[src/rtl/renode_outputs_if.sv]
`default_nettype none
// ============================================================================
// Module   : renode_outputs_if
// Brief    : Command/response bundle between the co-simulation adapter and
//            the Renode GPIO output receiver.
// Revision : 1.0 - initial release
// ============================================================================
interface renode_outputs_if;
    logic        msg_valid;
    logic        msg_ready;
    logic [7:0]  msg_action;
    logic [63:0] msg_address;
    logic [63:0] msg_data;
    logic        rsp_valid;
    logic        rsp_ready;
    logic        rsp_error;
    logic [63:0] rsp_address;

    modport master (
        output msg_valid, msg_action, msg_address, msg_data, rsp_ready,
        input  msg_ready, rsp_valid, rsp_error, rsp_address
    );

    modport slave (
        input  msg_valid, msg_action, msg_address, msg_data, rsp_ready,
        output msg_ready, rsp_valid, rsp_error, rsp_address
    );
endinterface
`default_nettype wire

[src/rtl/renode_outputs.sv]
`default_nettype none
// ============================================================================
// Module   : renode_outputs
// Brief    : Receives Renode interrupt messages, queues them, drives registered
//            output lines and answers each command with one response.
// Revision : 1.0 - initial release
// ============================================================================
module renode_outputs #(
    parameter int                      OutputsCount = 1,
    parameter int                      FifoDepth    = 4,
    parameter logic [OutputsCount-1:0] ResetValue   = '0,
    parameter logic [7:0]              IrqAction    = 8'd0
) (
    input  wire logic                    clk,
    input  wire logic                    rst_n,
    input  wire logic                    clear,
    renode_outputs_if.slave              bus,
    output logic [OutputsCount-1:0]      outputs
);

    localparam int                c_PTR_W = (FifoDepth > 1) ? $clog2(FifoDepth) : 1;
    localparam int                c_CNT_W = c_PTR_W + 1;
    localparam logic [c_CNT_W-1:0] c_FULL  = c_CNT_W'(FifoDepth);
    localparam logic [63:0]       c_LINES = 64'(OutputsCount);

    typedef enum logic [1:0] {
        S_IDLE    = 2'd0,
        S_APPLY   = 2'd1,
        S_RESPOND = 2'd2
    } state_t;

    // Only the reduced level is stored; the 64-bit payload is never needed again.
    logic [7:0]          r_fifo_action  [FifoDepth];
    logic [63:0]         r_fifo_address [FifoDepth];
    logic                r_fifo_level   [FifoDepth];
    logic [c_PTR_W-1:0]  r_wr_ptr;
    logic [c_PTR_W-1:0]  r_rd_ptr;
    logic [c_CNT_W-1:0]  r_count;
    logic                r_ready_en;

    state_t              r_state;
    logic [7:0]          r_cmd_action;
    logic [63:0]         r_cmd_address;
    logic                r_cmd_level;
    logic [OutputsCount-1:0] r_outputs;
    logic                r_rsp_valid;
    logic                r_rsp_error;
    logic [63:0]         r_rsp_address;

    logic                w_ready;
    logic                w_push;
    logic                w_pop;
    logic                w_cmd_ok;
    logic [OutputsCount-1:0] w_next_outputs;

    assign w_ready  = r_ready_en && !clear && (r_count != c_FULL);
    assign w_push   = bus.msg_valid && w_ready;
    assign w_pop    = (r_state == S_IDLE) && (r_count != '0) && !clear;
    assign w_cmd_ok = (r_cmd_action == IrqAction) && (r_cmd_address < c_LINES);

    // Full 64-bit compare per line, so out-of-range addresses can never alias.
    for (genvar i = 0; i < OutputsCount; i++) begin : g_line
        assign w_next_outputs[i] = (r_cmd_address == 64'(i)) ? r_cmd_level : r_outputs[i];
    end

    always_ff @(posedge clk or negedge rst_n) begin
        if (!rst_n) begin
            r_ready_en <= 1'b0;
        end else begin
            r_ready_en <= 1'b1;
        end
    end

    always_ff @(posedge clk) begin
        if (w_push) begin
            r_fifo_action[r_wr_ptr]  <= bus.msg_action;
            r_fifo_address[r_wr_ptr] <= bus.msg_address;
            r_fifo_level[r_wr_ptr]   <= |bus.msg_data;
        end
    end

    always_ff @(posedge clk or negedge rst_n) begin
        if (!rst_n) begin
            r_wr_ptr <= '0;
            r_rd_ptr <= '0;
            r_count  <= '0;
        end else if (clear) begin
            r_wr_ptr <= '0;
            r_rd_ptr <= '0;
            r_count  <= '0;
        end else begin
            if (w_push) begin
                r_wr_ptr <= r_wr_ptr + 1'b1;
            end
            if (w_pop) begin
                r_rd_ptr <= r_rd_ptr + 1'b1;
            end
            if (w_push && !w_pop) begin
                r_count <= r_count + 1'b1;
            end else if (w_pop && !w_push) begin
                r_count <= r_count - 1'b1;
            end
        end
    end

    always_ff @(posedge clk or negedge rst_n) begin
        if (!rst_n) begin
            r_state       <= S_IDLE;
            r_cmd_action  <= '0;
            r_cmd_address <= '0;
            r_cmd_level   <= 1'b0;
            r_outputs     <= ResetValue;
            r_rsp_valid   <= 1'b0;
            r_rsp_error   <= 1'b0;
            r_rsp_address <= '0;
        end else if (clear) begin
            r_state       <= S_IDLE;
            r_outputs     <= ResetValue;
            r_rsp_valid   <= 1'b0;
            r_rsp_error   <= 1'b0;
            r_rsp_address <= '0;
        end else begin
            case (r_state)
                S_IDLE: begin
                    if (w_pop) begin
                        r_cmd_action  <= r_fifo_action[r_rd_ptr];
                        r_cmd_address <= r_fifo_address[r_rd_ptr];
                        r_cmd_level   <= r_fifo_level[r_rd_ptr];
                        r_state       <= S_APPLY;
                    end
                end
                S_APPLY: begin
                    if (w_cmd_ok) begin
                        r_outputs <= w_next_outputs;
                    end
                    r_rsp_valid   <= 1'b1;
                    r_rsp_error   <= !w_cmd_ok;
                    r_rsp_address <= r_cmd_address;
                    r_state       <= S_RESPOND;
                end
                S_RESPOND: begin
                    if (bus.rsp_ready) begin
                        r_rsp_valid <= 1'b0;
                        r_state     <= S_IDLE;
                    end
                end
                default: begin
                    r_state <= S_IDLE;
                end
            endcase
        end
    end

    assign bus.msg_ready   = w_ready;
    assign bus.rsp_valid   = r_rsp_valid;
    assign bus.rsp_error   = r_rsp_error;
    assign bus.rsp_address = r_rsp_address;
    assign outputs         = r_outputs;

endmodule
`default_nettype wire
[src/flat_wrapper.sv]
// flat-port wrapper written by rule: the top's interface ports become plain ports
module renode_outputs_flat 
#(
    parameter int                      OutputsCount = 1,
    parameter int                      FifoDepth    = 4,
    parameter logic [OutputsCount-1:0] ResetValue   = '0,
    parameter logic [7:0]              IrqAction    = 8'd0
)
  (clk, rst_n, clear, outputs, bus_msg_valid, bus_msg_action, bus_msg_address, bus_msg_data, bus_rsp_ready, bus_msg_ready, bus_rsp_valid, bus_rsp_error, bus_rsp_address);
  renode_outputs_if bus_i ();
  input  wire logic clk;
  input  wire logic rst_n;
  input  wire logic clear;
  output logic [OutputsCount-1:0] outputs;
  input wire logic [$bits(bus_i.msg_valid)-1:0] bus_msg_valid;
  input wire logic [$bits(bus_i.msg_action)-1:0] bus_msg_action;
  input wire logic [$bits(bus_i.msg_address)-1:0] bus_msg_address;
  input wire logic [$bits(bus_i.msg_data)-1:0] bus_msg_data;
  input wire logic [$bits(bus_i.rsp_ready)-1:0] bus_rsp_ready;
  output wire logic [$bits(bus_i.msg_ready)-1:0] bus_msg_ready;
  output wire logic [$bits(bus_i.rsp_valid)-1:0] bus_rsp_valid;
  output wire logic [$bits(bus_i.rsp_error)-1:0] bus_rsp_error;
  output wire logic [$bits(bus_i.rsp_address)-1:0] bus_rsp_address;
  assign bus_i.msg_valid = bus_msg_valid;
  assign bus_i.msg_action = bus_msg_action;
  assign bus_i.msg_address = bus_msg_address;
  assign bus_i.msg_data = bus_msg_data;
  assign bus_i.rsp_ready = bus_rsp_ready;
  assign bus_msg_ready = bus_i.msg_ready;
  assign bus_rsp_valid = bus_i.rsp_valid;
  assign bus_rsp_error = bus_i.rsp_error;
  assign bus_rsp_address = bus_i.rsp_address;
  renode_outputs #(.OutputsCount(OutputsCount), .FifoDepth(FifoDepth), .ResetValue(ResetValue), .IrqAction(IrqAction)) u_core (.clk(clk), .rst_n(rst_n), .clear(clear), .bus(bus_i), .outputs(outputs));
endmodule
[config.mk]
export PLATFORM = sky130hd
export DESIGN_NAME = renode_outputs_flat
export DESIGN_NICKNAME = d
export VERILOG_FILES = /design/src/rtl/renode_outputs_if.sv /design/src/rtl/renode_outputs.sv /design/src/flat_wrapper.sv
export SDC_FILE = /design/constraint.sdc
export NUM_CORES = 1
export LEC_CHECK = 0
export CORE_MARGIN = 5
export CORE_UTILIZATION = 35
export DETAILED_ROUTE_END_ITERATION = 6
export SYNTH_ARGS = -nofsm -noshare
export SYNTH_HDL_FRONTEND = slang
export SYNTH_SLANG_ARGS = --single-unit
[constraint.sdc]
create_clock -name clk -period 6.9 [get_ports clk]
set_clock_uncertainty 0.2 [all_clocks]
set_input_delay 1.38 -clock clk [delete_from_list [all_inputs] [get_ports clk]]
set_output_delay 1.38 -clock clk [all_outputs]
set_load 0.005 [all_outputs]
# Word level (Yosys, flattened, before mapping)
# Memory sizes are Yosys's and may differ from the RTL's. A register that Yosys moved wholly into a read port is not among the register bits.
# Cells that the tools add are included.
dict set report totals {
  reg_bits 77
  latch_bits 0
  ramBits 292
  romBits 0
  input_bits 141
  elab_cells 78
  mem_count 3
}
# name depth width rd rd_clocked_by_memory_dff wr line
set memory_table {}
lappend memory_table {u_core.r_fifo_address 4 64 1 1 1 renode_outputs.sv:34} ;# logic [63:0] r_fifo_address [FifoDepth];
lappend memory_table {u_core.r_fifo_action 4 8 1 1 1 renode_outputs.sv:33} ;# logic [7:0] r_fifo_action [FifoDepth];
lappend memory_table {u_core.r_fifo_level 4 1 1 1 1 renode_outputs.sv:35} ;# logic r_fifo_level [FifoDepth];
dict set report classes {
  addsub 4
  n_mul 0
  div 0
  n_lt_le_gt_ge 1
  n_eq_ne 5
  shifts 0
  n_mux 24
  bitwise 1
  reduce_logical 31
}
# cell n
set ops {}
lappend ops {{2-to-1 mux 64 bit} 2}
lappend ops {{zero test 64 bit} 1}
lappend ops {{< comparator 64 x 1 -> 1 bit (second input constant)} 1}
lappend ops {{OR reduction 64 bit} 1}
lappend ops {{2-to-1 mux 2 bit} 7}
lappend ops {{2-to-1 mux 1 bit} 10}
lappend ops {{nonzero test 2 bit} 5}
lappend ops {{2-to-1 mux 3 bit} 3}
lappend ops {{nonzero test 3 bit} 3}
lappend ops {{logical AND 1 bit} 8}
lappend ops {{zero test 8 bit} 1}
lappend ops {{zero test 1 bit} 7}
lappend ops {{!= test 3 bit (second input constant)} 2}
lappend ops {{one-hot mux 2 bit (3 select lines)} 1}
lappend ops {{AND reduction 3 bit} 2}
lappend ops {{adder 2 x 1 -> 2 bit (second input constant)} 2}
lappend ops {{AND reduction 2 bit} 2}
lappend ops {{adder 3 x 1 -> 3 bit (second input constant)} 1}
lappend ops {{!= test 3 x 2 -> 1 bit (second input constant)} 1}
lappend ops {{subtractor 3 x 1 -> 3 bit (second input constant)} 1}
lappend ops {{equality test 2 x 1 -> 1 bit (second input constant)} 1}
lappend ops {{equality test 2 bit (second input constant)} 1}
lappend ops {{zero test 2 bit} 1}
lappend ops {{one-hot mux 1 bit (2 select lines)} 1}
lappend ops {{inverter 1 bit} 1}

# Logic depth before layout (Yosys ltp)
dict set report logic_depth {
  ltp_word 9
  depth_mapped 9
}

# Worst setup path after synthesis
# Ideal clock, no wire load.
dict set report synth_timing {
  path_kind {input to register}
  startpoint {input clear}
  endpoint {memory u_core.r_fifo_action[0][0] (enable)}
  setup_ps 439
  t_arrival_ps 3732
  slack_ps 2529
  stages 4
  cell_sequence {buf_6 nand2b_4 nor3_4 and2_1}
}
dict set report synth_between {
  elab_chain_len 6
}
# item line
set synth_rtl {}
lappend synth_rtl {{start: declaration} flat_wrapper.sv:13} ;# input wire logic clear;
lappend synth_rtl {{zero test 1 bit} renode_outputs.sv:56} ;# assign w_ready = r_ready_en && !clear && (r_count != c_FULL);
lappend synth_rtl {{logical AND 1 bit (2 in a row)} renode_outputs.sv:56}
lappend synth_rtl {{logical AND 1 bit} renode_outputs.sv:57} ;# assign w_push = bus.msg_valid && w_ready;
lappend synth_rtl {{2-to-1 mux 1 bit} renode_outputs.sv:75} ;# if (w_push) begin
lappend synth_rtl {{2-to-1 mux 1 bit (not written as such)} renode_outputs.sv:76} ;# r_fifo_action[r_wr_ptr] <= bus.msg_action;
lappend synth_rtl {{end: declaration} renode_outputs.sv:33}
# No other way between the ends.

# Worst setup path after layout
dict set report layout_timing {
  startpoint {input clear}
  endpoint {output bus_msg_ready}
}
dict set report layout_between {
  elab_chain_len 3
}
# item line
set layout_rtl {}
lappend layout_rtl {{zero test 1 bit} renode_outputs.sv:56}
lappend layout_rtl {{logical AND 1 bit (2 in a row)} renode_outputs.sv:56}
lappend layout_rtl {{end: declaration} flat_wrapper.sv:20} ;# output wire logic [$bits(bus_i.msg_ready)-1:0] bus_msg_ready;
# No other way between the ends.

==> flow_metrics.tcl <==
set metrics [dict create \
    start_kind "input pin" \
    fin_area_um2 20730 \
    buffer_ports.inserted 208 \
    place_congestion 0.7414 \
    fin_nets 1170 \
    synthTopCellsByCount "edfxtp_1 (292), dfrtp_1 (150), mux2_2 (73), mux4_2 (73), a22o_1 (64)" \
    fp.dieArea_um2 51390 \
    worstSetupPathType "input pin to primary output" \
    period_needed_ns 4.707 \
    post_cts_resize_count 0 \
    peakVddDrop_v 0.0001696 \
    clock-root-buffer "clkbuf_16" \
    crit_start "clear" \
    leakage_nw 7.195 \
    rr_worst_depth 3 \
    grt_overflow 0 \
    insertion_delay_ns 0.55 \
    syn_area_per_cell_um2 20.70 \
    grt_max_degree 74 \
    whs_ns 0.3043 \
    crit_top_cell "clkdlybuf4s50_1" \
    arrival_ns 3.13 \
    fillers 4018 \
    synth.distinct_cells 41 \
    hold_path_startpoint "u_core.bus.rsp_address[14]" \
    clk_pin_slew_worst_paths_ns 0.05 \
    synth_fa_ha_area_share_pct 0.4263 \
    worstPathCellList "clkdlybuf4s50_1 > nand2b_4 > nor2_1 > clkdlybuf4s50_1" \
    min_period_over_period_pct 68.21 \
    synth_edf_count 292 \
    max_clock_freq_mhz 212.5 \
    cp_max_fo 15 \
    yosysTopAreaCell "edfxtp_1" \
    syn_inst 794 \
    coreArea_um2 46460 \
    syn_to_final_growth_pct 26.13 \
    status "completed" \
    synth.area.top_cells "edfxtp_1 (53%), dfrtp_1 (23%), mux4_2 (10%), mux2_2 (5.0%), a22o_1 (3.4%)" \
    hold_class "flop to flop" \
    final-setup-viol-count 0 \
    hold_depth 1 \
    post_cts_buffers 0 \
    setup_tns_ns 0 \
    hold_viol 0 \
    drive_gt1_share_pct 23.26 \
    drc 0 \
    wirelength_mm 36.60 \
    synth_top_family_by_area "multiplexers" \
    critPathCaptureType "primary output" \
    postCtsHoldBufs 0 \
    detailed_place_hpwl_mm 23.11 \
    muxShareOfSynthArea_pct 15.07 \
    track_usage_pct 14.18 \
    route.vias.total 8309 \
    ios 209 \
    drtIter0Drc 427 \
    crit_slowest_cell "clkdlybuf4s50_1" \
    synthesis.nets 940 \
    synth_area_um2 16430 \
    critPathMaxStageDelay_ns 0.93 \
    async_flop_share_pct 33.94 \
    tritoncts "done" \
    synth_compound_area_share_pct 3.784 \
    worst_slew_pin_slew_ns 1.085 \
    rsz0062_at_grt "false" \
    die_w_um 226.7 \
    clkSinkCount 442 \
    power_w 0.007482 \
    p_per_area_nw_per_um2 361.0 \
    synth-seq-area-share_pct 76.19 \
    htreeDepth 2 \
    first_global_vias 8939 \
    max-clock-path-buffers 3 \
    viasPerCell 4.964 \
    rows 79 \
    synthSimpleGateAreaFrac_pct 2.878 \
    r2r-start "u_core.r_rd_ptr[0]" \
    wl_per_cell_um 21.86 \
    antenna_left 0 \
    utilization_pct 44.62 \
    grt_pass1_wl_mm 55.47 \
    synth_ff_type "edfxtp_1" \
    placed_cell_area_um2 19220 \
    antenna_found_initial 9 \
    slew_violations 0 \
    synth_xor_area_share_pct 0.3654 \
    initial_utilization_pct 35.38 \
    yosysMostFrequentCell "edfxtp_1" \
    relSlewSlack_pct 27.47 \
    yosysTopAreaCellShare_pct 53.35 \
    min_to "u_core.bus.rsp_address[14]" \
    reg2reg_slack_ns 3.90 \
    first_pass_iters 4 \
    synth_seq_cells 442 \
    ys.warnings.count 0 \
    r2r_end "u_core.r_cmd_address[52]" \
    die_h_um 226.7 \
    cap_violations 0 \
    cts-buffers-inserted 46 \
    worst_ep_required_time_ns 5.32 \
]
-- cell families (layout without fill, tap and decap cells) --
kind of cell / Yosys count / after routing
buffers and inverters: 43 / 311
multiplexers: 147 / 147
flip-flops: 442 / 442
AO/OA/AOI/OAI: 72 / 72
adder cells (fa/ha/maj): 5 / 5
AND/OR/NAND/NOR: 78 / 78
XOR/XNOR: 6 / 6
other: 1 / 6
-- through the flow --
step,setup WS (ns),instances
final,2.193,1674
after global routing,2.088,1669
after CTS,2.171,1669
after detailed placement,2.071,1583
after global placement,2.131,1583
after floorplan,2.529,794
-- cell usage in the layout, fill, tap and decap left out, types with 12 or more instances in the layout --
master             n
buf_4             12
clkbuf_16         49
a22o_1            64
mux4_2            73
clkdlybuf4s50_1  207
mux2_2            73
nor4_1            34
dfrtp_1          148
edfxtp_1         292
-- area by class of cell --
cell class / instances / area [um^2] / share of cell area [%]
Sequential cell: 442 / 12530 / 60.45
Multi-Input combinational cell: 309 / 3736 / 18.02
Timing Repair Buffer: 220 / 2173 / 10.48
Clock buffer: 68 / 1378 / 6.646
Tap cell: 607 / 759.5 / 3.664
Clock inverter: 18 / 121.4 / 0.5855
Inverter: 5 / 18.77 / 0.09054
Antenna cell: 5 / 12.51 / 0.06036
-- critical path, delay by kind of cell --
kind	cells	cell delay (ns)
buf+inv	2	1.39
simple gates	2	0.36
-- worst max path at each step --
stage	end	slack, ns	depth (start not counted)
floorplan	u_core.r_fifo_action[0][0]	2.53	4
global placement	u_core.r_fifo_address[0][51]	2.13	5
detailed placement	u_core.r_fifo_address[1][51]	2.07	5
CTS	bus_msg_ready	2.17	4
global route	bus_msg_ready	2.09	4
finish	bus_msg_ready	2.19	4
-- sequential cells by signal, indices dropped and copies added (netlist names) --
| signal | count |
|---|---|
| u_core.r_fifo_action | 32 |
| u_core.r_state | 2 |
| u_core.r_ready_en | 1 |
| u_core.r_cmd_action | 8 |
| u_core.bus.rsp_address | 64 |
| u_core.r_cmd_address | 64 |
| u_core.bus.rsp_error | 1 |
| u_core.r_count | 3 |
| u_core.outputs | 1 |
| u_core.bus.rsp_valid | 1 |
| u_core.r_rd_ptr | 2 |
| u_core.r_fifo_address | 256 |
| u_core.r_fifo_level | 4 |
| u_core.r_cmd_level | 1 |
| u_core.r_wr_ptr | 2 |
-- layer usage --
layer  global-route usage, %  routed length (um)  up-vias
met5                       0                  55        -
met4                   3.163                 604        8
met3                   4.169                2248       55
met2                   23.01               17720      215
met1                   19.13               15970     4310
li1                        -                   -     3721
-- power breakdown --
group	total, W	switching, W	internal [W]
Sequential	0.00361	0.000394	0.00322
Clock	0.00240	0.000984	0.00142
Combinational	0.00147	0.000572	0.000895
(Power assumes the default switching activity.)
